$ cat src/rtl/sram_bus_responder.sv
// CPU bus responder for asynchronous 8-bit SRAM: wait-stated read/write strobes,
// bus_ready throttling, a queued read behind a busy access and a sticky overrun flag.
module sram_bus_responder #(
    parameter int WAIT_CYCLES = 6,
    parameter int ADDR_W      = 16
) (
    input  logic              sys_clk,
    input  logic              reset_n,
    input  logic              cs,
    input  logic [ADDR_W-1:0] bus_addr,
    input  logic              bus_rd_req,
    input  logic              bus_wr_en,
    input  logic [7:0]        bus_wr_data,
    output logic [7:0]        bus_rd_data,
    output logic              bus_ready,
    output logic              overrun,
    output logic [ADDR_W-1:0] sram_addr,
    output logic [7:0]        sram_dq_out,
    output logic              sram_dq_oe,
    input  logic [7:0]        sram_dq_in,
    output logic              sram_ce_n,
    output logic              sram_oe_n,
    output logic              sram_we_n,
    output logic [1:0]        dbg_state
);

    typedef enum logic [1:0] {IDLE, READ, WRITE, WREC} state_t;

    localparam logic [3:0] CNT_INIT = 4'(WAIT_CYCLES - 1);

    state_t            state_q, state_d;
    logic [3:0]        cnt_q, cnt_d;
    logic              rd_req_prev_q, rd_req_prev_d;
    logic              pending_q, pending_d;
    logic [ADDR_W-1:0] pend_addr_q, pend_addr_d;
    logic [ADDR_W-1:0] addr_q, addr_d;
    logic [7:0]        dq_out_q, dq_out_d;
    logic [7:0]        rd_data_q, rd_data_d;
    logic              ready_q, ready_d;
    logic              overrun_q, overrun_d;
    logic              ce_n_q, ce_n_d;
    logic              oe_n_q, oe_n_d;
    logic              we_n_q, we_n_d;
    logic              dq_oe_q, dq_oe_d;

    logic              rd_acc, wr_acc, pend_now, start_rd;
    logic [ADDR_W-1:0] pend_addr_now, rd_addr;

    assign rd_acc        = cs & bus_rd_req & ~rd_req_prev_q;
    assign wr_acc        = cs & bus_wr_en;
    assign pend_now      = pending_q | rd_acc;
    assign pend_addr_now = rd_acc ? bus_addr : pend_addr_q;

    always_comb begin
        state_d       = state_q;
        cnt_d         = cnt_q;
        rd_req_prev_d = bus_rd_req;
        pending_d     = pending_q;
        pend_addr_d   = pend_addr_q;
        addr_d        = addr_q;
        dq_out_d      = dq_out_q;
        rd_data_d     = rd_data_q;
        ready_d       = ready_q;
        overrun_d     = overrun_q;
        ce_n_d        = ce_n_q;
        oe_n_d        = oe_n_q;
        we_n_d        = we_n_q;
        dq_oe_d       = dq_oe_q;
        start_rd      = 1'b0;
        rd_addr       = pend_addr_now;

        if (state_q != IDLE) begin
            if (wr_acc) overrun_d = 1'b1;
            if (rd_acc) begin
                pending_d   = 1'b1;
                pend_addr_d = bus_addr;
            end
        end

        case (state_q)
            IDLE: begin
                if (wr_acc) begin
                    // A read on the same edge is queued behind the write.
                    addr_d      = bus_addr;
                    dq_out_d    = bus_wr_data;
                    ce_n_d      = 1'b0;
                    we_n_d      = 1'b0;
                    dq_oe_d     = 1'b1;
                    ready_d     = 1'b0;
                    cnt_d       = CNT_INIT;
                    state_d     = WRITE;
                    pending_d   = rd_acc;
                    pend_addr_d = bus_addr;
                end else if (pend_now) begin
                    start_rd = 1'b1;
                end
            end
            READ: begin
                if (cnt_q != 4'd0) begin
                    cnt_d = cnt_q - 4'd1;
                end else begin
                    rd_data_d = sram_dq_in;
                    if (pend_now) begin
                        start_rd = 1'b1;
                    end else begin
                        ce_n_d  = 1'b1;
                        oe_n_d  = 1'b1;
                        ready_d = 1'b1;
                        state_d = IDLE;
                    end
                end
            end
            WRITE: begin
                if (cnt_q != 4'd0) begin
                    cnt_d = cnt_q - 4'd1;
                end else begin
                    we_n_d  = 1'b1;
                    state_d = WREC;
                end
            end
            WREC: begin
                ce_n_d  = 1'b1;
                dq_oe_d = 1'b0;
                if (pend_now) begin
                    start_rd = 1'b1;
                end else begin
                    ready_d = 1'b1;
                    state_d = IDLE;
                end
            end
            default: state_d = IDLE;
        endcase

        if (start_rd) begin
            addr_d    = rd_addr;
            ce_n_d    = 1'b0;
            oe_n_d    = 1'b0;
            ready_d   = 1'b0;
            cnt_d     = CNT_INIT;
            pending_d = 1'b0;
            state_d   = READ;
        end
    end

    always_ff @(posedge sys_clk) begin
        if (!reset_n) begin
            state_q       <= IDLE;
            cnt_q         <= 4'd0;
            rd_req_prev_q <= 1'b0;
            pending_q     <= 1'b0;
            pend_addr_q   <= '0;
            addr_q        <= '0;
            dq_out_q      <= 8'h00;
            ready_q       <= 1'b1;
            overrun_q     <= 1'b0;
            ce_n_q        <= 1'b1;
            oe_n_q        <= 1'b1;
            we_n_q        <= 1'b1;
            dq_oe_q       <= 1'b0;
            // An abandoned access leaves the last read data visible.
            if (state_q == IDLE) rd_data_q <= 8'h00;
        end else begin
            state_q       <= state_d;
            cnt_q         <= cnt_d;
            rd_req_prev_q <= rd_req_prev_d;
            pending_q     <= pending_d;
            pend_addr_q   <= pend_addr_d;
            addr_q        <= addr_d;
            dq_out_q      <= dq_out_d;
            rd_data_q     <= rd_data_d;
            ready_q       <= ready_d;
            overrun_q     <= overrun_d;
            ce_n_q        <= ce_n_d;
            oe_n_q        <= oe_n_d;
            we_n_q        <= we_n_d;
            dq_oe_q       <= dq_oe_d;
        end
    end

    assign bus_rd_data = rd_data_q;
    assign bus_ready   = ready_q;
    assign overrun     = overrun_q;
    assign sram_addr   = addr_q;
    assign sram_dq_out = dq_out_q;
    assign sram_dq_oe  = dq_oe_q;
    assign sram_ce_n   = ce_n_q;
    assign sram_oe_n   = oe_n_q;
    assign sram_we_n   = we_n_q;
    assign dbg_state   = state_q;

endmodule

$ cat config.mk
export PLATFORM = sky130hd
export DESIGN_NAME = sram_bus_responder
export DESIGN_NICKNAME = d
export VERILOG_FILES = /design/src/rtl/sram_bus_responder.sv
export SDC_FILE = /design/constraint.sdc
export NUM_CORES = 1
export LEC_CHECK = 0
export CAP_MARGIN = 20
export CORE_MARGIN = 8
export CORE_UTILIZATION = 49
export DETAILED_ROUTE_END_ITERATION = 7
export HOLD_SLACK_MARGIN = 0.1
export PLACE_DENSITY = 0.81
export SLEW_MARGIN = 15
export SYNTH_ARGS = -nofsm -noshare
export SYNTH_HDL_FRONTEND = slang
export SYNTH_SLANG_ARGS = --single-unit
$ cat constraint.sdc
create_clock -name sys_clk -period 2.1 [get_ports sys_clk]
set_input_delay 0.21 -clock sys_clk [delete_from_list [all_inputs] [get_ports sys_clk]]
set_output_delay 0.21 -clock sys_clk [all_outputs]
set_load 0.02 [all_outputs]
Yosys cells after proc, flatten, opt, wreduce, memory -nomap -nowiden
Index checks and enable logic that the tools add are counted.
Word-level totals
  flip-flop bits (word level): 62
  bits of input ports: 37
  output and inout bits: 40
  logic and storage cells: 110
Cells by class
  add/sub/neg operators: 1
  equality and inequality tests: 16
  mux-type cells: 44
  bitwise logic cells: 6
  reduce and logical (&&, ||, !) cells: 27
Operator list (count)
  2-to-1 mux 16 bit: 7
  2-to-1 mux 8 bit: 4
  AND reduction 3 bit: 8
  2-to-1 mux 1 bit: 19
  nonzero test 2 bit: 8
  inequality test 3 bit, second input constant: 4
  inequality test 2 bit, second input constant: 5
  case mux 1 bit (3 select lines): 3
  2-to-1 mux 2 bit: 4
  2-to-1 mux 4 bit: 2
  case mux 2 bit (4 select lines): 1
  case mux 4 bit (2 select lines): 1
  AND reduction 2 bit: 4
  nonzero test 4 bit: 2
  inequality test 2 x 1 -> 1 bit, second input constant: 3
  equality test 2 bit, second input constant: 2
  case mux 1 bit (2 select lines): 2
  AND reduction 4 bit: 1
  OR reduction 2 bit: 2
  subtractor 4 x 1 -> 4 bit, second input constant: 1
  bitwise AND 1 bit: 3
  2-to-1 mux 3 bit: 1
  inequality test 3 x 1 -> 1 bit, second input constant: 1
  nonzero test 3 bit: 1
  4 further kinds: 5

Longest topological paths before layout
Gate-level depths: netlist of the first run.
  depth after elaboration: 8
  gate-level depth with buffers: 9
  depth with buffers taken out: 6

Worst setup path after synthesis of the first run
No wires, ideal clock.
  path type: flip-flop to flip-flop
  from: reg state_q[0] (netlist: dbg_state[0])
  to: reg pend_addr_q[6]
  library setup time: 0.128 ns
  arrival time: 1.887 ns
  data required time: 1.972 ns
  slack: 0.085 ns
  cell stages (with the launch flop): 10
  period minus slack after synthesis: 2.015 ns
  path through: dfxtp_1 inv_1 ha_1 buf_2 nand3_1 o21a_1 buf_2 buf_4 mux2i_1 nor2_1
Between the ends
  word-level cells in the longest chain between the ends: 4
  elaborated cells between the ends (all ways): 5
RTL lines
  start, declared: line 31  | state_t state_q, state_d;
  start signal, assigned: line 163  | state_q <= state_d;
  nonzero test 2 bit: line 72  | if (state_q != IDLE) begin
  2-to-1 mux 16 bit: line 72
  2-to-1 mux 16 bit: line 82  | if (wr_acc) begin
  2-to-1 mux 16 bit *: line 80  | case (state_q)
  end signal, assigned: line 167  | pend_addr_q <= pend_addr_d;
  end, declared: line 35  | logic [ADDR_W-1:0] pend_addr_q, pend_addr_d;
Every way passes the cells marked *; elsewhere a longest branch is shown, timed or not.
A chain may end at the register's enable or synchronous reset.

Final worst setup path of the first run
  from: reg state_q[1] (netlist: dbg_state[1])
  to: reg addr_q[8] (netlist: sram_addr[8])
Between the ends
  word-level cells in the longest chain between the ends: 4
  elaborated cells between the ends (all ways): 8
RTL lines
  equality test 2 bit, or another cell as far along: line 80
  case mux 1 bit (3 select lines): line 80
  nonzero test 2 bit (no line)
  AND reduction 2 bit (no line)
  end signal, assigned: line 168  | addr_q <= addr_d;
  end, declared: line 36  | logic [ADDR_W-1:0] addr_q, addr_d;
Several ways; a longest one is shown, not always the timed one.

==> impl_results.html, run 1 <==
<table>
<tr><th>Metric</th><th>Value</th></tr>
<tr><th colspan="2">Logic synthesis</th></tr>
<tr><td>Post-synthesis register bit count</td><td>62</td></tr>
<tr><td>Cell types with the largest area share after synthesis</td><td>dfxtp_1 37%, mux2i_1 9.2%, nand2_1 8.4%</td></tr>
<tr><td>Synth async-reset ratio</td><td>0%</td></tr>
<tr><td>Gate Count Post-Synth</td><td>323</td></tr>
<tr><td>Cell area after synthesis</td><td>between 2000 and 3000 sq um</td></tr>
<tr><td>Most used flip-flop cell after synthesis</td><td>dfxtp_1</td></tr>
<tr><td>Post-synth EDFFs</td><td>8</td></tr>
<tr><td>Nets in the synthesized netlist</td><td>365</td></tr>
<tr><td>Synthesized area divided by synthesized cell count</td><td>approximately 9.1 sq um</td></tr>
<tr><td>Cell taking the most area after synthesis</td><td>dfxtp_1</td></tr>
<tr><td>Yosys warnings</td><td>0</td></tr>
<tr><td>Share of synthesized area occupied by flip-flops and latches</td><td>44.99%</td></tr>
<tr><td>Number of distinct library cells after synthesis</td><td>47</td></tr>
<tr><td>Share of Yosys cell area claimed by the top area cell type</td><td>36.81%</td></tr>
<tr><th colspan="2">Die</th></tr>
<tr><td>Boundary pin count</td><td>between 70 and 80</td></tr>
<tr><td>Full die area</td><td>just under 9000 sq um</td></tr>
<tr><td>Horizontal extent of the die</td><td>between 90 and 100 microns</td></tr>
<tr><td># rows</td><td>28</td></tr>
<tr><td>Initial core utilization</td><td>50.19%</td></tr>
<tr><td>Floorplan Core Area</td><td>roughly 5900 sq um</td></tr>
<tr><td>Vert. Die Dim</td><td>slightly above 90 microns</td></tr>
<tr><th colspan="2">STA</th></tr>
<tr><td>Maximum clock frequency</td><td>between 500 and 600 MHz</td></tr>
<tr><td>Number of setup violations in the final report</td><td>0</td></tr>
<tr><td>Normalized max-slew margin</td><td>between 70% and 80%</td></tr>
<tr><td>RSZ-0062 raised after global routing</td><td>false</td></tr>
<tr><td>Number of pins with negative max-slew slack in the final report</td><td>0</td></tr>
<tr><td>Max Clock Skew</td><td>between 0.004 and 0.005 ns</td></tr>
<tr><td>Worst-case hold slack</td><td>around 0.42 ns</td></tr>
<tr><td>Final number of hold-violating endpoints</td><td>0</td></tr>
<tr><td>Final Critical Period</td><td>1.923 ns</td></tr>
<tr><td>Final Cycle Share</td><td>between 90 and 100%</td></tr>
<tr><td>Actual slew at the worst max-slew pin</td><td>0.4367 ns</td></tr>
<tr><td>Final TNS setup</td><td>0 ns</td></tr>
<tr><th colspan="2">Global routing</th></tr>
<tr><td>GR Util met3</td><td>roughly 5.3%</td></tr>
<tr><td>Overall overflow remaining after global route</td><td>0</td></tr>
<tr><td>Global routing usage on met2</td><td>around 28%</td></tr>
<tr><td>First-pass GRT wire length</td><td>12.78 mm</td></tr>
<tr><td>Largest net degree at the start of global routing</td><td>26</td></tr>
<tr><td>Overall routing resource usage</td><td>18.24%</td></tr>
<tr><td>Number of antenna violations at the first check in global routing</td><td>0</td></tr>
<tr><td>Via count of the first global-routing pass</td><td>around 2,700</td></tr>
<tr><td>Met1 Usage GRT</td><td>22.49%</td></tr>
<tr><td>Gr busiest metal</td><td>met2</td></tr>
<tr><th colspan="2">Final layout</th></tr>
<tr><td>FF+latch area</td><td>approximately 1300 sq um</td></tr>
<tr><td>Synth-to-layout area growth</td><td>39.62%</td></tr>
<tr><td>Ratio of cells with drive above 1 in the final layout</td><td>about an eighth</td></tr>
<tr><td>Final instance count without filler cells</td><td>489</td></tr>
<tr><td>Number of filler cells placed in the layout</td><td>between 400 and 500</td></tr>
<tr><td>Area of the multi-input gates</td><td>approximately 1500 sq um</td></tr>
<tr><td>Antenna Cells</td><td>0</td></tr>
<tr><td>Net count of the finished layout</td><td>between 400 and 500</td></tr>
<tr><th colspan="2">Drt</th></tr>
<tr><td>Final WL</td><td>a little under 8 mm</td></tr>
<tr><td>DRC Markers</td><td>0</td></tr>
<tr><td>Routed via count</td><td>approximately 2,700</td></tr>
<tr><td>Routed length per placed instance</td><td>around 16 microns</td></tr>
<tr><td>Antenna-violating nets left</td><td>0</td></tr>
<tr><td>Vias per Instance</td><td>roughly 5.4</td></tr>
<tr><td>First DRT Iteration DRCs</td><td>134</td></tr>
<tr><td>Drt pass-1 iters</td><td>4</td></tr>
<tr><th colspan="2">Placed design</th></tr>
<tr><td>Count of input and output buffers</td><td>76</td></tr>
<tr><td>Placed Instances</td><td>473</td></tr>
<tr><td>HPWL after detailed placement</td><td>between 5 and 6 mm</td></tr>
<tr><td>Global placement routability congestion</td><td>around 0.94</td></tr>
<tr><th colspan="2">Clock network</th></tr>
<tr><td>CTS hold repair buffers</td><td>0</td></tr>
<tr><td>Root Buffer</td><td>clkbuf_8</td></tr>
<tr><td>Clock buffers created by TritonCTS</td><td>9</td></tr>
<tr><td>H-tree depth reported by CTS</td><td>3</td></tr>
<tr><td>Latest clock arrival within the worst-skew pair</td><td>between 0.3 and 0.4 ns</td></tr>
<tr><td>Reg clk slew, reported paths</td><td>roughly 0.070 ns</td></tr>
<tr><td>Clock tree from TritonCTS</td><td>done</td></tr>
<tr><td>Number of sinks handled by clock tree synthesis</td><td>62</td></tr>
<tr><td>Clk buf depth</td><td>2</td></tr>
<tr><td>Post-CTS Setup Inserts</td><td>0</td></tr>
<tr><td>Resized cells post-CTS</td><td>0</td></tr>
<tr><th colspan="2">Power</th></tr>
<tr><td>PwrDens</td><td>around 1300 nW/um^2</td></tr>
<tr><td>Leak Pwr</td><td>1.736 nW</td></tr>
<tr><td>Power, Total</td><td>5.260 mW</td></tr>
<tr><td>Maximum ir drop on the vdd rail</td><td>between 0.0006 and 0.0007 V</td></tr>
<tr><th colspan="2">Run status</th></tr>
<tr><td>Status</td><td>finished clean</td></tr>
<tr><th colspan="2">Critical path</th></tr>
<tr><td>Classification of the worst setup path</td><td>flip-flop to flip-flop</td></tr>
<tr><td>CP Launch Type</td><td>flip-flop</td></tr>
<tr><td>Crit Path Max Fanout</td><td>11</td></tr>
<tr><td>Crit end category</td><td>flip-flop</td></tr>
<tr><td>Worst endpoint required time</td><td>2.34 ns</td></tr>
<tr><td>Critical Path AT</td><td>approximately 2.2 ns</td></tr>
<tr><th colspan="2">Flow run</th></tr>
<tr><td># Max-Cap Violations</td><td>0</td></tr>
<tr><th colspan="2">Worst hold path</th></tr>
<tr><td>Hold crit path type</td><td>input pin to flip-flop</td></tr>
</table>
==> routing by layer <==
| layer | vias to the layer above | routed length, microns |
|---|---|---|
| met5 | - | 0 |
| met4 | 0 | 133 |
| met3 | 13 | 626 |
| met2 | 101 | 3505 |
| met1 | 1244 | 3581 |
| li1 | 1298 | - |
==> worst max-delay path, stage by stage, from the launching register on <==
cell,delay (ns)
dfxtp_1,0.35
inv_1,0.11
ha_1,0.20
nor4bb_4,0.36
nor3_2,0.12
or2_1,0.26
buf_4,0.18
o211a_1,0.23
==> cells by family after synthesis <==
group	share of synthesized area [%]
compound gates	17.13
xor+xnor	0.2983
fa+ha+maj	2.130
buf+inv	4.431
flops	44.99
mux	11.89
simple gates	19.13
==> layout make-up <==
| cell class | instances | area share (%) |
|---|---|---|
| timing repair buffer | 97 | 23.31 |
| tap | 75 | 2.289 |
| clock inverter | 7 | 2.167 |
| multi-input combinational | 232 | 36.34 |
| clock buffer | 9 | 3.021 |
| sequential | 62 | 32.22 |
| inverter | 7 | 0.6408 |
==> through the flow <==
| step | util (%) | worst slack, ns | instance area, sq um |
|---|---|---|---|
| final | 70.08 | 0.1769 | 4100 |
| after global placement | 66.45 | 0.1988 | 3887 |
| after global routing | 70.08 | 0.09136 | 4100 |
| after CTS | 70.08 | 0.1955 | 4100 |
| after detailed placement | 66.45 | 0.1155 | 3887 |
| after floorplan | - | 0.08542 | 2937 |
==> placed cells by master (no fill, tap or decap), types with 3 or more instances in the layout <==
master	netlist	layout
a21oi_1	13	13
a311oi_2	5	5
and2_1	10	10
buf_12	0	3
buf_4	1	18
clkbuf_8	0	9
clkdlybuf4s50_1	0	76
dfxtp_1	54	54
edfxtp_1	8	8
ha_1	5	5
inv_1	7	7
mux2_2	7	7
mux2i_1	27	27
nand2_1	66	66
nor2_1	27	27
nor3_1	8	7
o211a_1	11	11
o21ai_0	19	19
==> sequential cells by signal (all words and copies together), names as in the netlist <==
register       count
sram_we_n          1
bus_rd_data        8
rd_req_prev_q      1
cnt_q              4
sram_dq_oe         1
sram_addr         16
dbg_state          2
overrun            1
sram_dq_out        8
sram_oe_n          1
sram_ce_n          1
bus_ready          1
pend_addr_q       16
pending_q          1
==> power by group <==
group	internal (mW)	switching [mW]	total, mW
sequential	1.52	0.186	1.70
clock	0.659	0.488	1.15
combinational	1.14	1.27	2.41
total	3.32	1.94	5.26
==> path summary, 6_finish.rpt <==
path | from | depth (start not counted) | slack, ns | to
setup reg to reg | dbg_state[1]$_SDFFE_PP0P_ | 7 | 0.18 | sram_addr[8]$_SDFFE_PN0P_
setup / recovery | dbg_state[1]$_SDFFE_PP0P_ | 7 | 0.18 | sram_addr[8]$_SDFFE_PN0P_
hold / removal | bus_wr_data[2] | 3 | 0.42 | sram_dq_out[2]$_SDFFE_PN0P_
hold reg to reg | sram_dq_out[6]$_SDFFE_PN0P_ | 2 | 0.46 | sram_dq_out[6]$_SDFFE_PN0P_
==> cells in the mapped netlist, types with 2 or more instances <==
master and instances:
a211oi_1 2, a21oi_1 13, a311oi_2 5, a31oi_1 2, and2_1 10, buf_2 8
clkbuf_1 11, dfxtp_1 54, edfxtp_1 8, ha_1 5, inv_1 7, mux2_2 7
mux2i_1 27, nand2_1 66, nand3_1 2, nor2_1 27, nor3_1 8, o211a_1 11
o211ai_1 2, o21ai_0 19, o31a_1 2, o31ai_1 2
(Power assumes the default switching activity.)
==> run 2: changes to the inputs <==
--- a/config.mk
+++ b/config.mk
@@ -10,7 +10,7 @@
 export CORE_UTILIZATION = 49
 export DETAILED_ROUTE_END_ITERATION = 7
 export HOLD_SLACK_MARGIN = 0.1
-export PLACE_DENSITY = 0.81
+export PLACE_DENSITY = 0.88
 export SLEW_MARGIN = 15
 export SYNTH_ARGS = -nofsm -noshare
 export SYNTH_HDL_FRONTEND = slang
==> run 2 against run 1 <==
Net effect:
- maximum frequency down 1.6%
- global-route usage up 0.61 points
- register-to-register slack got worse by 0.03 ns
- first-iteration DRC count down 7.5%
- critical path depth rose by 1
- non-clock buffer count is 3 lower
- worst hold slack got worse by 0.011 ns
- via count grew 2.0%
- sequential cell count unchanged
- clock power increased by 10%
- final area increased by 0.18%
- combinational power hardly changed
==> impl_results.html, run 2 (synthesis results as in run 1) <==
<table>
<tr><th>Metric</th><th>Value</th></tr>
<tr><th colspan="2">STA</th></tr>
<tr><td>Final Critical Period</td><td>1.955 ns (+0.03205 ns)</td></tr>
<tr><td>RSZ-0062 raised after global routing</td><td>false</td></tr>
<tr><td>Max Clock Skew</td><td>0.006404 ns (+0.001928 ns)</td></tr>
<tr><td>Normalized max-slew margin</td><td>73.56% (+3.0 points)</td></tr>
<tr><td>Maximum clock frequency</td><td>511.5 MHz (-1.6%)</td></tr>
<tr><td>Actual slew at the worst max-slew pin</td><td>0.3925 ns (-0.04428 ns)</td></tr>
<tr><td>Number of setup violations in the final report</td><td>0 (unchanged)</td></tr>
<tr><td>Number of pins with negative max-slew slack in the final report</td><td>0 (unchanged)</td></tr>
<tr><td>Final TNS setup</td><td>0 ns (unchanged)</td></tr>
<tr><td>Final Cycle Share</td><td>93.10% (+1.5 points)</td></tr>
<tr><td>Final number of hold-violating endpoints</td><td>0 (unchanged)</td></tr>
<tr><th colspan="2">Drt</th></tr>
<tr><td>Met2 wirelength from detailed routing</td><td>3.791 mm (+8.2%)</td></tr>
<tr><td>Drt pass-1 iters</td><td>4 (unchanged)</td></tr>
<tr><td>Top routing layer in use</td><td>met4</td></tr>
<tr><td>Amount of wire on met3 after detailed routing</td><td>656 microns (+4.8%)</td></tr>
<tr><td>Routed via count</td><td>2,708 (+2.0%)</td></tr>
<tr><td>First DRT Iteration DRCs</td><td>124 (-7.5%)</td></tr>
<tr><td>Final WL</td><td>8.159 mm (+4.0%)</td></tr>
<tr><td>Routed length per placed instance</td><td>16.79 microns (+4.6%)</td></tr>
<tr><td>Vias per Instance</td><td>5.572 (+2.6%)</td></tr>
<tr><td>DRC Markers</td><td>0 (unchanged)</td></tr>
<tr><td>Antenna-violating nets left</td><td>0 (unchanged)</td></tr>
<tr><td>Wire length on met1</td><td>3.537 mm (-1.2%)</td></tr>
<tr><th colspan="2">Die</th></tr>
<tr><td># rows</td><td>28 (unchanged)</td></tr>
<tr><td>Full die area</td><td>8726 sq um (unchanged)</td></tr>
<tr><td>Horizontal extent of the die</td><td>93.42 microns (unchanged)</td></tr>
<tr><td>Floorplan Core Area</td><td>5851 sq um (unchanged)</td></tr>
<tr><td>Initial core utilization</td><td>50.19% (unchanged)</td></tr>
<tr><td>Boundary pin count</td><td>77 (unchanged)</td></tr>
<tr><td>Vert. Die Dim</td><td>93.42 microns (unchanged)</td></tr>
<tr><th colspan="2">Placed design</th></tr>
<tr><td>HPWL after detailed placement</td><td>5.613 mm (-2.4%)</td></tr>
<tr><td>Global placement routability congestion</td><td>0.9466 (+0.56%)</td></tr>
<tr><td>Count of input and output buffers</td><td>76 (unchanged)</td></tr>
<tr><th colspan="2">Final layout</th></tr>
<tr><td>Most common cell after layout, fill and taps aside</td><td>clkdlybuf4s50_1</td></tr>
<tr><td>Synth-to-layout area growth</td><td>39.88%</td></tr>
<tr><td>Net count of the finished layout</td><td>448 (-0.67%)</td></tr>
<tr><td>Commonest non-fill, non-tap cells in the layout</td><td>76 x clkdlybuf4s50_1, 66 x nand2_1, 54 x dfxtp_1, 27 x nor2_1, 27 x mux2i_1</td></tr>
<tr><td>Area of the multi-input gates</td><td>1493 sq um (+0.17%)</td></tr>
<tr><td>Final design utilization</td><td>70.21% (+0.13 points)</td></tr>
<tr><td>Ratio of cells with drive above 1 in the final layout</td><td>12.17% (-0.39 points)</td></tr>
<tr><td>Number of filler cells placed in the layout</td><td>460 (+3.6%)</td></tr>
<tr><td>FF+latch area</td><td>1321 sq um (unchanged)</td></tr>
<tr><td>Antenna Cells</td><td>0 (unchanged)</td></tr>
<tr><th colspan="2">Power</th></tr>
<tr><td>Cell Int Power</td><td>3.434 mW (+3.5%)</td></tr>
<tr><td>Maximum ir drop on the vdd rail</td><td>0.0007145 V (+4.8%)</td></tr>
<tr><td>Leak Pwr</td><td>1.742 nW (+0.38%)</td></tr>
<tr><td>PwrDens</td><td>1316 nW/um^2 (+2.6%)</td></tr>
<tr><td>Combinational power share</td><td>45.0% (-0.8 points)</td></tr>
<tr><td>Net switching component of the power</td><td>1.970 mW (+1.5%)</td></tr>
<tr><td>Flop pwr share</td><td>31.5% (-0.9 points)</td></tr>
<tr><td>Switching part of the total power</td><td>36.45% (-0.46 points)</td></tr>
<tr><td>Clk network pwr share</td><td>23.5% (+1.7 points)</td></tr>
<tr><th colspan="2">Clock network</th></tr>
<tr><td>H-tree depth reported by CTS</td><td>3 (unchanged)</td></tr>
<tr><td>Clock tree from TritonCTS</td><td>done</td></tr>
<tr><td>Root Buffer</td><td>clkbuf_8</td></tr>
<tr><td>Reg clk slew, reported paths</td><td>0.07 ns (about the same)</td></tr>
<tr><td>CTS hold repair buffers</td><td>0 (unchanged)</td></tr>
<tr><td>Clock buffers created by TritonCTS</td><td>9 (unchanged)</td></tr>
<tr><td>Latest clock arrival within the worst-skew pair</td><td>0.35 ns (about the same)</td></tr>
<tr><td>Clk buf depth</td><td>2 (unchanged)</td></tr>
<tr><td>Number of sinks handled by clock tree synthesis</td><td>62 (unchanged)</td></tr>
<tr><th colspan="2">Critical path</th></tr>
<tr><td>Crit end category</td><td>flip-flop</td></tr>
<tr><td>Crit Path Max Fanout</td><td>19 (+8)</td></tr>
<tr><td>Critical path cell sequence</td><td>inv_1 -&gt; ha_1 -&gt; a21boi_1 -&gt; nor3_2 -&gt; buf_6 -&gt; o21ai_0 -&gt; buf_4 -&gt; nor3_1</td></tr>
<tr><td>Largest stage delay on the critical path</td><td>0.41 ns (+0.05 ns)</td></tr>
<tr><td>Worst path slowest cell</td><td>dfxtp_1</td></tr>
<tr><td>CP Launch Type</td><td>flip-flop</td></tr>
<tr><td>Worst endpoint required time</td><td>2.35 ns (about the same)</td></tr>
<tr><td>Slack of the worst reg-to-reg path</td><td>0.14 ns (-0.03 ns)</td></tr>
<tr><td>Classification of the worst setup path</td><td>flip-flop to flip-flop</td></tr>
<tr><td>Critical Path AT</td><td>2.21 ns (+0.05 ns)</td></tr>
<tr><th colspan="2">Global routing</th></tr>
<tr><td>Largest net degree at the start of global routing</td><td>32 (+23%)</td></tr>
<tr><td>Overall routing resource usage</td><td>18.85% (+0.61 points)</td></tr>
<tr><td>Via count of the first global-routing pass</td><td>2,712 (+1.7%)</td></tr>
<tr><td>Number of antenna violations at the first check in global routing</td><td>0 (unchanged)</td></tr>
<tr><td>First-pass GRT wire length</td><td>13.13 mm (+2.8%)</td></tr>
<tr><td>Overall overflow remaining after global route</td><td>0 (unchanged)</td></tr>
<tr><th colspan="2">Flow run</th></tr>
<tr><td># Max-Cap Violations</td><td>0 (unchanged)</td></tr>
<tr><th colspan="2">Worst hold path</th></tr>
<tr><td>Hold crit path type</td><td>input pin to flip-flop</td></tr>
<tr><th colspan="2">Run status</th></tr>
<tr><td>Status</td><td>finished clean</td></tr>
</table>
-- run 2: changes by cell type in the layout (fill, tap and decap cells not counted), sizes merged --
cell,change
buf,-3
bufinv,+1
clkinv,+1
clkinvlp,-2
-- run 2: worst paths after layout --
path,cells past startpoint,from,endpoint
hold / removal,3,bus_wr_data[4],sram_dq_out[4]$_SDFFE_PN0P_
hold reg to reg,2,sram_dq_out[4]$_SDFFE_PN0P_,sram_dq_out[4]$_SDFFE_PN0P_
setup reg to reg,8,dbg_state[0]$_SDFFE_PN0P_,dbg_state[1]$_SDFFE_PP0P_
setup / recovery,8,dbg_state[0]$_SDFFE_PN0P_,dbg_state[1]$_SDFFE_PP0P_
-- run 2: through the flow --
stage	hold WS (ns)	worst slack, ns	std cells	power [mW]	cell area (sq um)
after global routing	0.4199	0.006933	486	5.678	4108
final	0.4057	0.1448	486	5.404	4108
after detailed placement	0.4482	0.02016	470	4.109	3865
after floorplan	0.3373	0.08542	323	3.157	2937
after CTS	0.4018	0.03191	486	5.399	4101
after global placement	0.4429	0.06919	470	4.054	3865
-- run 2: power by group through the flow --
stage                     sequential (mW)  combinational (mW)  clock [mW]
after floorplan                      1.96                1.20           0
after global placement               1.71                2.34           0
after detailed placement             1.72                2.39           0
after CTS                            1.70                2.42        1.28
after global routing                 1.73                2.62        1.32
final                                1.70                2.43        1.27
-- run 2: repair_timing --
item                                   CTS  global route
endpoints found under the hold margin    0             0
setup endpoints to repair                0            18
resized for setup                        0             3
setup buffers                            0             0
-- run 2: cell type report --
cell class | count | area share (%)
clock buffer | 9 | 3.016
clock inverter | 7 | 2.741
inverter | 7 | 0.6397
multi-input combinational | 232 | 36.34
sequential | 62 | 32.17
tap | 75 | 2.284
timing repair buffer | 94 | 22.81
-- run 2: per-layer routing --
metal / track usage (%) / vias up
li1: - / 1296
met2: 30.26 / 107
met1: 22.91 / 1283
met5: 0 / -
met4: 8.993 / 0
met3: 4.968 / 22
-- run 2: worst max-delay path, delay by kind of cell (launching register included) --
| kind | cells | cell delay, ns |
|---|---|---|
| compound gates | 2 | 0.28 |
| simple gates | 2 | 0.42 |
| fa+ha+maj | 1 | 0.28 |
| buf+inv | 3 | 0.47 |
| flops | 1 | 0.41 |
==> run 3: changes to the inputs <==
--- a/config.mk
+++ b/config.mk
@@ -7,10 +7,10 @@
 export LEC_CHECK = 0
 export CAP_MARGIN = 20
 export CORE_MARGIN = 8
-export CORE_UTILIZATION = 49
+export CORE_UTILIZATION = 45
 export DETAILED_ROUTE_END_ITERATION = 7
 export HOLD_SLACK_MARGIN = 0.1
-export PLACE_DENSITY = 0.88
+export PLACE_DENSITY = 0.83
 export SLEW_MARGIN = 15
 export SYNTH_ARGS = -nofsm -noshare
 export SYNTH_HDL_FRONTEND = slang
==> run 3 against run 2 <==
Net effect:
- clock skew increased by 0.0018 ns
- critical path depth did not move
- worst hold slack improved by 0.0048 ns
- total power shrank 4.0%
- clock-buffer cell count increased by 3
- largest cell class unchanged
- critical path type unchanged
- via count fell by 3.8%
- non-clock buffer count increased by 2
- register-to-register slack is essentially flat
- worst setup slack gained 0.013 ns
- die area grew 7.3%
- sequential cell count unchanged
- final area fell by 0.70%
==> impl_results.html, run 3 (synthesis results as in run 1) <==
<table>
<tr><th>Metric</th><th>Value</th></tr>
<tr><th colspan="2">Drt</th></tr>
<tr><td>Drt pass-1 iters</td><td>4 (unchanged)</td></tr>
<tr><td>Vias per Instance</td><td>5.314 (-4.6%)</td></tr>
<tr><td>First DRT Iteration DRCs</td><td>165 (+33%)</td></tr>
<tr><td>Routed length per placed instance</td><td>15.87 microns (-5.5%)</td></tr>
<tr><td>Antenna-violating nets left</td><td>0 (unchanged)</td></tr>
<tr><td>Routed via count</td><td>2,604 (-3.8%)</td></tr>
<tr><td>Final WL</td><td>7.776 mm (-4.7%)</td></tr>
<tr><td>DRC Markers</td><td>0 (unchanged)</td></tr>
<tr><th colspan="2">STA</th></tr>
<tr><td>Final TNS setup</td><td>0 ns (unchanged)</td></tr>
<tr><td>Maximum clock frequency</td><td>515.0 MHz (+0.69%)</td></tr>
<tr><td>Number of pins with negative max-slew slack in the final report</td><td>0 (unchanged)</td></tr>
<tr><td>Final Critical Period</td><td>1.942 ns (-0.01346 ns)</td></tr>
<tr><td>Final number of hold-violating endpoints</td><td>0 (unchanged)</td></tr>
<tr><td>Max Clock Skew</td><td>0.008196 ns (+0.001792 ns)</td></tr>
<tr><td>Normalized max-slew margin</td><td>69.75% (-3.8 points)</td></tr>
<tr><td>Final Cycle Share</td><td>92.46% (-0.64 points)</td></tr>
<tr><td>RSZ-0062 raised after global routing</td><td>false</td></tr>
<tr><td>Actual slew at the worst max-slew pin</td><td>0.4523 ns (+0.05986 ns)</td></tr>
<tr><td>Number of setup violations in the final report</td><td>0 (unchanged)</td></tr>
<tr><th colspan="2">Final layout</th></tr>
<tr><td>Antenna Cells</td><td>0 (unchanged)</td></tr>
<tr><td>Ratio of cells with drive above 1 in the final layout</td><td>12.11% (-0.059 points)</td></tr>
<tr><td>Number of filler cells placed in the layout</td><td>516 (+12%)</td></tr>
<tr><td>Commonest non-fill, non-tap cells in the layout</td><td>76 x clkdlybuf4s50_1, 66 x nand2_1, 54 x dfxtp_1, 27 x nor2_1, 27 x mux2i_1</td></tr>
<tr><td>Synth-to-layout area growth</td><td>38.90%</td></tr>
<tr><td>Most common cell after layout, fill and taps aside</td><td>clkdlybuf4s50_1</td></tr>
<tr><td>Final design utilization</td><td>64.24% (-6.0 points)</td></tr>
<tr><td>Net count of the finished layout</td><td>450 (+0.45%)</td></tr>
<tr><td>Final instance count without filler cells</td><td>490 (+0.82%)</td></tr>
<tr><th colspan="2">Critical path</th></tr>
<tr><td>Crit Path Max Fanout</td><td>19 (unchanged)</td></tr>
<tr><td>Crit end category</td><td>flip-flop</td></tr>
<tr><td>Classification of the worst setup path</td><td>flip-flop to flip-flop</td></tr>
<tr><td>CP Launch Type</td><td>flip-flop</td></tr>
<tr><td>Most numerous cell on the critical path</td><td>buf_4</td></tr>
<tr><td>Cell depth of the worst flop-to-flop path</td><td>8 (unchanged)</td></tr>
<tr><td>Worst endpoint required time</td><td>2.35 ns (about the same)</td></tr>
<tr><td>Critical Path AT</td><td>2.19 ns (-0.02 ns)</td></tr>
<tr><td>Largest stage delay on the critical path</td><td>0.41 ns (about the same)</td></tr>
<tr><td>Critical path cell sequence</td><td>inv_1 -&gt; ha_1 -&gt; a21boi_1 -&gt; nor3_2 -&gt; buf_4 -&gt; o21ai_0 -&gt; buf_4 -&gt; nor3_1</td></tr>
<tr><td>Worst path slowest cell</td><td>dfxtp_1</td></tr>
<tr><th colspan="2">Global routing</th></tr>
<tr><td>First-pass GRT wire length</td><td>13.28 mm (+1.2%)</td></tr>
<tr><td>Number of antenna violations at the first check in global routing</td><td>0 (unchanged)</td></tr>
<tr><td>Largest net degree at the start of global routing</td><td>25 (-22%)</td></tr>
<tr><td>Overall overflow remaining after global route</td><td>0 (unchanged)</td></tr>
<tr><td>Via count of the first global-routing pass</td><td>2,678 (-1.3%)</td></tr>
<tr><td>Overall routing resource usage</td><td>16.99% (-1.9 points)</td></tr>
<tr><th colspan="2">Clock network</th></tr>
<tr><td>H-tree depth reported by CTS</td><td>3 (unchanged)</td></tr>
<tr><td>Reg clk slew, reported paths</td><td>0.07 ns (about the same)</td></tr>
<tr><td>Latest clock arrival within the worst-skew pair</td><td>0.34 ns (about the same)</td></tr>
<tr><td>Root Buffer</td><td>clkbuf_8</td></tr>
<tr><td>Clk buf depth</td><td>2 (unchanged)</td></tr>
<tr><td>Clock buffers created by TritonCTS</td><td>9 (unchanged)</td></tr>
<tr><td>Number of sinks handled by clock tree synthesis</td><td>62 (unchanged)</td></tr>
<tr><td>Clock tree from TritonCTS</td><td>done</td></tr>
<tr><td>Post-CTS Setup Inserts</td><td>0 (unchanged)</td></tr>
<tr><th colspan="2">Placed design</th></tr>
<tr><td>Global placement routability congestion</td><td>0.8773 (-7.3%)</td></tr>
<tr><td>Count of input and output buffers</td><td>76 (unchanged)</td></tr>
<tr><td>Placed Instances</td><td>474 (+0.85%)</td></tr>
<tr><td>HPWL after detailed placement</td><td>5.634 mm (+0.37%)</td></tr>
<tr><th colspan="2">Power</th></tr>
<tr><td>Maximum ir drop on the vdd rail</td><td>0.0006727 V (-5.8%)</td></tr>
<tr><td>PwrDens</td><td>1271 nW/um^2 (-3.4%)</td></tr>
<tr><td>Leak Pwr</td><td>1.732 nW (-0.61%)</td></tr>
<tr><th colspan="2">Run status</th></tr>
<tr><td>Status</td><td>finished clean</td></tr>
<tr><th colspan="2">Worst hold path</th></tr>
<tr><td>Depth of the worst hold-timing path</td><td>3 (unchanged)</td></tr>
<tr><td>Hold crit path type</td><td>input pin to flip-flop</td></tr>
<tr><th colspan="2">Die</th></tr>
<tr><td>Initial core utilization</td><td>46.25% (-3.9 points)</td></tr>
<tr><td># rows</td><td>29 (+3.6%)</td></tr>
<tr><td>Floorplan Core Area</td><td>6350 sq um (+8.5%)</td></tr>
<tr><td>Boundary pin count</td><td>77 (unchanged)</td></tr>
<tr><td>Horizontal extent of the die</td><td>96.78 microns (+3.6%)</td></tr>
<tr><td>Vert. Die Dim</td><td>96.78 microns (+3.6%)</td></tr>
<tr><td>Full die area</td><td>9366 sq um (+7.3%)</td></tr>
<tr><th colspan="2">Flow run</th></tr>
<tr><td># Max-Cap Violations</td><td>0 (unchanged)</td></tr>
</table>
## run 3: report_power, final
| part | leakage, nW | switching (mW) | internal, mW |
|---|---|---|---|
| clock | 0.107 | 0.458 | 0.643 |
| combinational | 1.10 | 1.25 | 1.13 |
| sequential | 0.521 | 0.191 | 1.52 |
| total | 1.73 | 1.90 | 3.29 |
## run 3: area by class of cell
class / instances / area, sq um / share of cell area, %
Multi-Input combinational cell: 232 / 1490 / 36.53
Tap cell: 77 / 96.34 / 2.362
Sequential cell: 62 / 1321 / 32.39
Timing Repair Buffer: 96 / 935.9 / 22.94
Clock inverter: 4 / 42.54 / 1.043
Inverter: 7 / 26.28 / 0.6442
Clock buffer: 12 / 166.4 / 4.080
## run 3: worst paths after layout
check / startpoint / to / slack (ns)
min reg2reg: sram_dq_out[7]$_SDFFE_PN0P_ / sram_dq_out[7]$_SDFFE_PN0P_ / 0.46
max: dbg_state[0]$_SDFFE_PN0P_ / dbg_state[1]$_SDFFE_PP0P_ / 0.16
min: bus_wr_data[4] / sram_dq_out[4]$_SDFFE_PN0P_ / 0.41
max reg2reg: dbg_state[0]$_SDFFE_PN0P_ / dbg_state[1]$_SDFFE_PP0P_ / 0.16
## run 3: timing repair
item                       CTS  global route
setup endpoints to repair    0            16
hold buffers                 0             0
resized for setup            0             1
## run 3: per-stage QoR
step                total power [mW]  worst slack, ns  hold WS (ns)  instance area (sq um)
finish                         5.186           0.1583        0.4104                   4079
global route                   5.511          0.03718        0.4108                   4079
CTS                            5.214          0.06626        0.4050                   4079
detailed placement             4.108          0.02900        0.4520                   3870
global placement               4.053          0.07217        0.4425                   3870
floorplan                      3.157          0.08542        0.3373                   2937
## run 3: worst max-delay path, delay by kind of cell (launching register included)
kind | cells | cell delay [ns]
AND/OR/NAND/NOR | 2 | 0.36
AO/OA/AOI/OAI | 2 | 0.28
buffers and inverters | 3 | 0.53
flip-flops | 1 | 0.41
adder cells (fa/ha/maj) | 1 | 0.26
## run 3: layer usage
metal	routed length, microns	track usage, %	vias to the layer above
met2	3546	27.03	81
met4	60	5.917	0
li1	-	-	1301
met1	3658	20.63	1216
met3	511	6.046	6
met5	0	0	-
